==> src/rtl/num_field_extender.sv <==
// num_field_extender
// Widens a 1..IN_W bit field to OUT_W bits (sign or zero fill), then queues
// the result in a small circular FIFO behind a valid/ready handshake.
// A running count of completed output transfers is kept for debug.
// A field with an out-of-range width code still takes a FIFO slot: it is
// stored as data 0 with the error flag set, so ordering against its
// neighbours is preserved.
module num_field_extender #(
    parameter int IN_W  = 5,
    parameter int OUT_W = 8,
    parameter int DEPTH = 2
) (
    input  logic             clk,
    input  logic             rst_n,
    input  logic             in_valid,
    output logic             in_ready,
    input  logic [IN_W-1:0]  in_data,
    input  logic [2:0]       in_width,
    input  logic             in_signed,
    output logic             out_valid,
    input  logic             out_ready,
    output logic [OUT_W-1:0] out_data,
    output logic             out_err,
    output logic [15:0]      out_count
);

    localparam int PW = $clog2(DEPTH);
    localparam int CW = $clog2(DEPTH + 1);

    // Reject parameter sets the datapath cannot support.
    generate
        if (IN_W < 1 || IN_W > 7) begin : g_bad_in_w
            $error("num_field_extender: IN_W must be in 1..7");
        end
        if (OUT_W < IN_W + 1) begin : g_bad_out_w
            $error("num_field_extender: OUT_W must be at least IN_W+1");
        end
        if (DEPTH < 2 || DEPTH > 8) begin : g_bad_depth
            $error("num_field_extender: DEPTH must be in 2..8");
        end
    endgenerate

    logic [OUT_W-1:0] r_mem_data [DEPTH];
    logic             r_mem_err  [DEPTH];
    logic [PW-1:0]    r_wr_ptr;
    logic [PW-1:0]    r_rd_ptr;
    logic [CW-1:0]    r_count;
    logic [OUT_W-1:0] r_last_data;
    logic             r_last_err;
    logic [15:0]      r_xfer_count;

    logic             w_legal;
    logic             w_sign_bit;
    logic             w_fill;
    logic [OUT_W-1:0] w_ext_data;
    logic             w_push;
    logic             w_pop;

    // Pointer advance with wrap at DEPTH (DEPTH need not be a power of two).
    function automatic logic [PW-1:0] ptr_next(input logic [PW-1:0] ptr);
        if (ptr == PW'(DEPTH - 1)) begin
            return '0;
        end
        return ptr + PW'(1);
    endfunction

    // Extension of the incoming field; bits at and above the width are replaced.
    always_comb begin
        w_legal    = (in_width != 3'd0) && (int'(in_width) <= IN_W);
        w_sign_bit = 1'b0;
        for (int i = 0; i < IN_W; i++) begin
            if (i == int'(in_width) - 1) begin
                w_sign_bit = in_data[i];
            end
        end
        w_fill     = in_signed & w_sign_bit;
        w_ext_data = '0;
        if (w_legal) begin
            for (int i = 0; i < IN_W; i++) begin
                w_ext_data[i] = (i < int'(in_width)) ? in_data[i] : w_fill;
            end
            for (int i = IN_W; i < OUT_W; i++) begin
                w_ext_data[i] = w_fill;
            end
        end
    end

    // in_ready depends only on stored occupancy (and reset), never on out_ready.
    assign in_ready  = rst_n & (r_count < CW'(DEPTH));
    assign out_valid = (r_count != '0);
    assign w_push    = in_valid & in_ready;
    assign w_pop     = out_valid & out_ready;

    // When empty the outputs fall back to the last popped entry.
    assign out_data  = out_valid ? r_mem_data[r_rd_ptr] : r_last_data;
    assign out_err   = out_valid ? r_mem_err[r_rd_ptr]  : r_last_err;
    assign out_count = r_xfer_count;

    // FIFO storage, pointers, occupancy and last-popped capture.
    always_ff @(posedge clk or negedge rst_n) begin
        if (!rst_n) begin
            for (int i = 0; i < DEPTH; i++) begin
                r_mem_data[i] <= '0;
                r_mem_err[i]  <= 1'b0;
            end
            r_wr_ptr    <= '0;
            r_rd_ptr    <= '0;
            r_count     <= '0;
            r_last_data <= '0;
            r_last_err  <= 1'b0;
        end else begin
            if (w_push) begin
                r_mem_data[r_wr_ptr] <= w_ext_data;
                r_mem_err[r_wr_ptr]  <= ~w_legal;
                r_wr_ptr             <= ptr_next(r_wr_ptr);
            end
            if (w_pop) begin
                r_last_data <= r_mem_data[r_rd_ptr];
                r_last_err  <= r_mem_err[r_rd_ptr];
                r_rd_ptr    <= ptr_next(r_rd_ptr);
            end
            case ({w_push, w_pop})
                2'b10:   r_count <= r_count + CW'(1);
                2'b01:   r_count <= r_count - CW'(1);
                default: r_count <= r_count;
            endcase
        end
    end

    // Completed output transfers, wrapping modulo 2^16.
    always_ff @(posedge clk or negedge rst_n) begin
        if (!rst_n) begin
            r_xfer_count <= '0;
        end else if (w_pop) begin
            r_xfer_count <= r_xfer_count + 16'd1;
        end
    end

endmodule

==> config.mk <==
export PLATFORM = sky130hd
export DESIGN_NAME = num_field_extender
export DESIGN_NICKNAME = d
export VERILOG_FILES = /design/src/rtl/num_field_extender.sv
export SDC_FILE = /design/constraint.sdc
export NUM_CORES = 1
export LEC_CHECK = 0
export BUFFER_PORTS_ARGS = -buffer_cell sky130_fd_sc_hd__buf_2
export CAP_MARGIN = 20
export CORE_MARGIN = 10
export CORE_UTILIZATION = 36
export CTS_BUF_LIST = sky130_fd_sc_hd__clkbuf_16
export CTS_CLUSTER_SIZE = 12
export DETAILED_ROUTE_END_ITERATION = 10
export HOLD_SLACK_MARGIN = 0.03
export MAX_ROUTING_LAYER = met4
export PLACE_DENSITY_LB_ADDON = 0.05
export SYNTH_ARGS = -nofsm -noshare
export SYNTH_HDL_FRONTEND = slang
export SYNTH_SLANG_ARGS = --single-unit
==> constraint.sdc <==
create_clock -name clk -period 2.3 [get_ports clk]
set_clock_uncertainty 0.2 [all_clocks]
set_input_delay 0.115 -clock clk [delete_from_list [all_inputs] [get_ports clk]]
set_output_delay 0.115 -clock clk [all_outputs]
set_load 0.02 [all_outputs]
==> out/qor.yml <==
rsz0062_at_grt: "no"
max_stage_delay_ps: 440
chipHeight_um: 95.20
finalCriticalPeriod_ps: 1980
synthFlopType: "dfrtp_1"
crit_chain: "or2_1 > buf_4 > a21oi_1 > buf_2"
vias_per_cell: 4.704
rows: 27
vdd_drop_max_v: 0.0006259
nets: 260
synth_sequential_area_ratio_pct: 50.40
num_io_pins: 40
critPathKind: "flip-flop to output pin"
grt_max_degree: 35
place_inst: 302
yosysWarnings: 0
p_leak_nw: 1.210
die_w_um: 95.20
insertion_delay_ps: 280
min_path_type: "input port to asynchronous set/reset pin"
start_util_pct: 36.97
syn_avg_cell_area_um2: 10.18
routed_wirelength_um: 4466
crit_path_start_kind: "flip-flop"
final-hold-violation-count: 0
diodes: 0
p_per_area_nw_per_um2: 1259
portBuffers: 39
clkSinkCount: 41
syn_to_final_growth_pct: 21.63
globalplace.congestion: 0.7745
slowest_stage: "dfrtp_1"
netlist_area_um2: 2036
netlist_instances: 200
cts_buffer_depth: 2
mostFrequentLayoutCell: "dfrtp_1"
grt_pass1_wl_um: 7465
root_buffer: "clkbuf_16"
core_um2: 5507
worstPathRequired_ps: 1990
drc: 0
cts_buffers: 5
synth.area.top_cells: "dfrtp_1, xnor2_1, nand2_1"
overflow: 0
synth.largest_area_cell: "dfrtp_1"
fillers: 532
cts_tree: "yes"
synth_seq_cells: 41
cts_resized: 0
total_power_mw: 3.116
netlist-cell-type-count: 39
drtAntennaViolNets: 0
cp.arrival_ps: 1660
fin_crit_sh_pct: 86.07
first_global_vias: 1466
die_area_um2: 9062
synth_nets: 215
wire_per_inst_um: 14.04
ctsHtreeMaxLevel: 2
drive_gt1_share_pct: 22.36
status: "completed"
critPathCaptureType: "output pin"
max_freq_ghz: 0.5052
finalSetupTns_ps: 0
cts.clk_slew.worst_paths_ps: 60
drt_first_pass_iters: 5
async_reset_ff_share_pct: 100.0
synth_edf_count: 0
drtIter0Drc: 67
antenna_found_initial: 0
final_cell_count_no_fill: 318
finish.utilization_pct: 44.97
dpl.hpwl_um: 3405
worstPathMaxFanout: 15
setup_viol: 0
maxSlewViolCount: 0
max_slew.worst_pin.slew_ps: 452.5
final_cell_mix: "dfrtp_1, buf_2, nand2_1"
via_count: 1496
pre_cts_slack_ps: 432.2
fin_ws_ps: 320.4
netlist.area_leader.share_pct: 50.40
drv_cap: 0
track_usage_pct: 10.74
slew_headroom_pct: 69.83
## cell families after synthesis
family / share of synthesized area (%)
simple gates: 19.61
compound gates: 11.06
xor+xnor: 8.605
fa+ha+maj: 1.229
buf+inv: 3.933
mux: 5.163
flops: 50.40
## through the flow
stage	cell area (um2)	hold WS [ps]
final	2476	45.10
after global routing	2476	76.26
after CTS	2476	54.51
after detailed placement	2260	-192.0
after global placement	2260	-192.6
after floorplan	2036	-380.6
## final timing paths
path                            slack [ps]  depth (start not counted)                   endpoint                      start
worst max-delay path                   320                          4                out_data[5]     r_count[1]$_DFFE_PN0P_
worst min-delay path                    50                          2     r_count[1]$_DFFE_PN0P_                      rst_n
min in group clk                        80                          3   r_mem_err[1]$_DFFE_PN0P_                in_width[2]
worst min register to register         270                          1  out_count[15]$_DFFE_PN0P_  out_count[15]$_DFFE_PN0P_
worst max register to register         420                          6     r_count[1]$_DFFE_PN0P_     r_count[1]$_DFFE_PN0P_
max in group asynchronous             1130                          3  r_mem_data[6]$_DFFE_PN0P_                      rst_n
## state kept, by name (all words and copies together) (netlist names)
register and flops:
r_wr_ptr 1, r_rd_ptr 1, out_count 16, r_last_data 6, r_count 2, r_mem_data 12, r_mem_err 2, r_last_err 1
## power by group
part	leakage [nW]	internal [mW]	switching (mW)	total, mW
combinational	0.601	0.497	0.763	1.26
sequential	0.531	0.977	0.236	1.21
clock	0.0776	0.390	0.255	0.644
total	1.21	1.86	1.25	3.12
## worst max-delay path, delay by kind of cell (launching register included)
kind / cells / cell delay (ps)
AO/OA/AOI/OAI: 1 / 230
AND/OR/NAND/NOR: 1 / 300
buffers and inverters: 2 / 420
flip-flops: 1 / 440
## synth_stat cells, drive strengths merged (2+ instances only)
library cell	instances
dfrtp	41
nand2	33
nor2	16
o21ai	15
xnor2	15
a21oi	11
buf	10
mux2i	9
nand3	9
xor2	5
o31ai	4
and3	3
nand4	3
or2	3
a31oi	2
ha	2
nand3b	2
nor2b	2
nor3	2
## area by class of cell
cell class	count	area, um2	area share (%)
inverter	1	3.754	0.1516
sequential	41	1026	41.43
clock inverter	3	11.26	0.4548
multi-input combinational	147	929.6	37.54
timing repair buffer	49	290.3	11.72
tap	72	90.09	3.638
clock buffer	5	125.1	5.053
## repair_timing
action	CTS	global route
hold endpoints to repair	53	0
setup buffers	0	0
hold buffers	8	0
## metal layers
layer | global-route usage (%) | vias to the layer above | routed length [um]
met5 | - | - | 0
met4 | 2.618 | 0 | 11
met3 | 3.614 | 2 | 195
met2 | 14.83 | 25 | 1971
met1 | 14.69 | 689 | 2289
li1 | - | 780 | -
(Power assumes the default switching activity.)
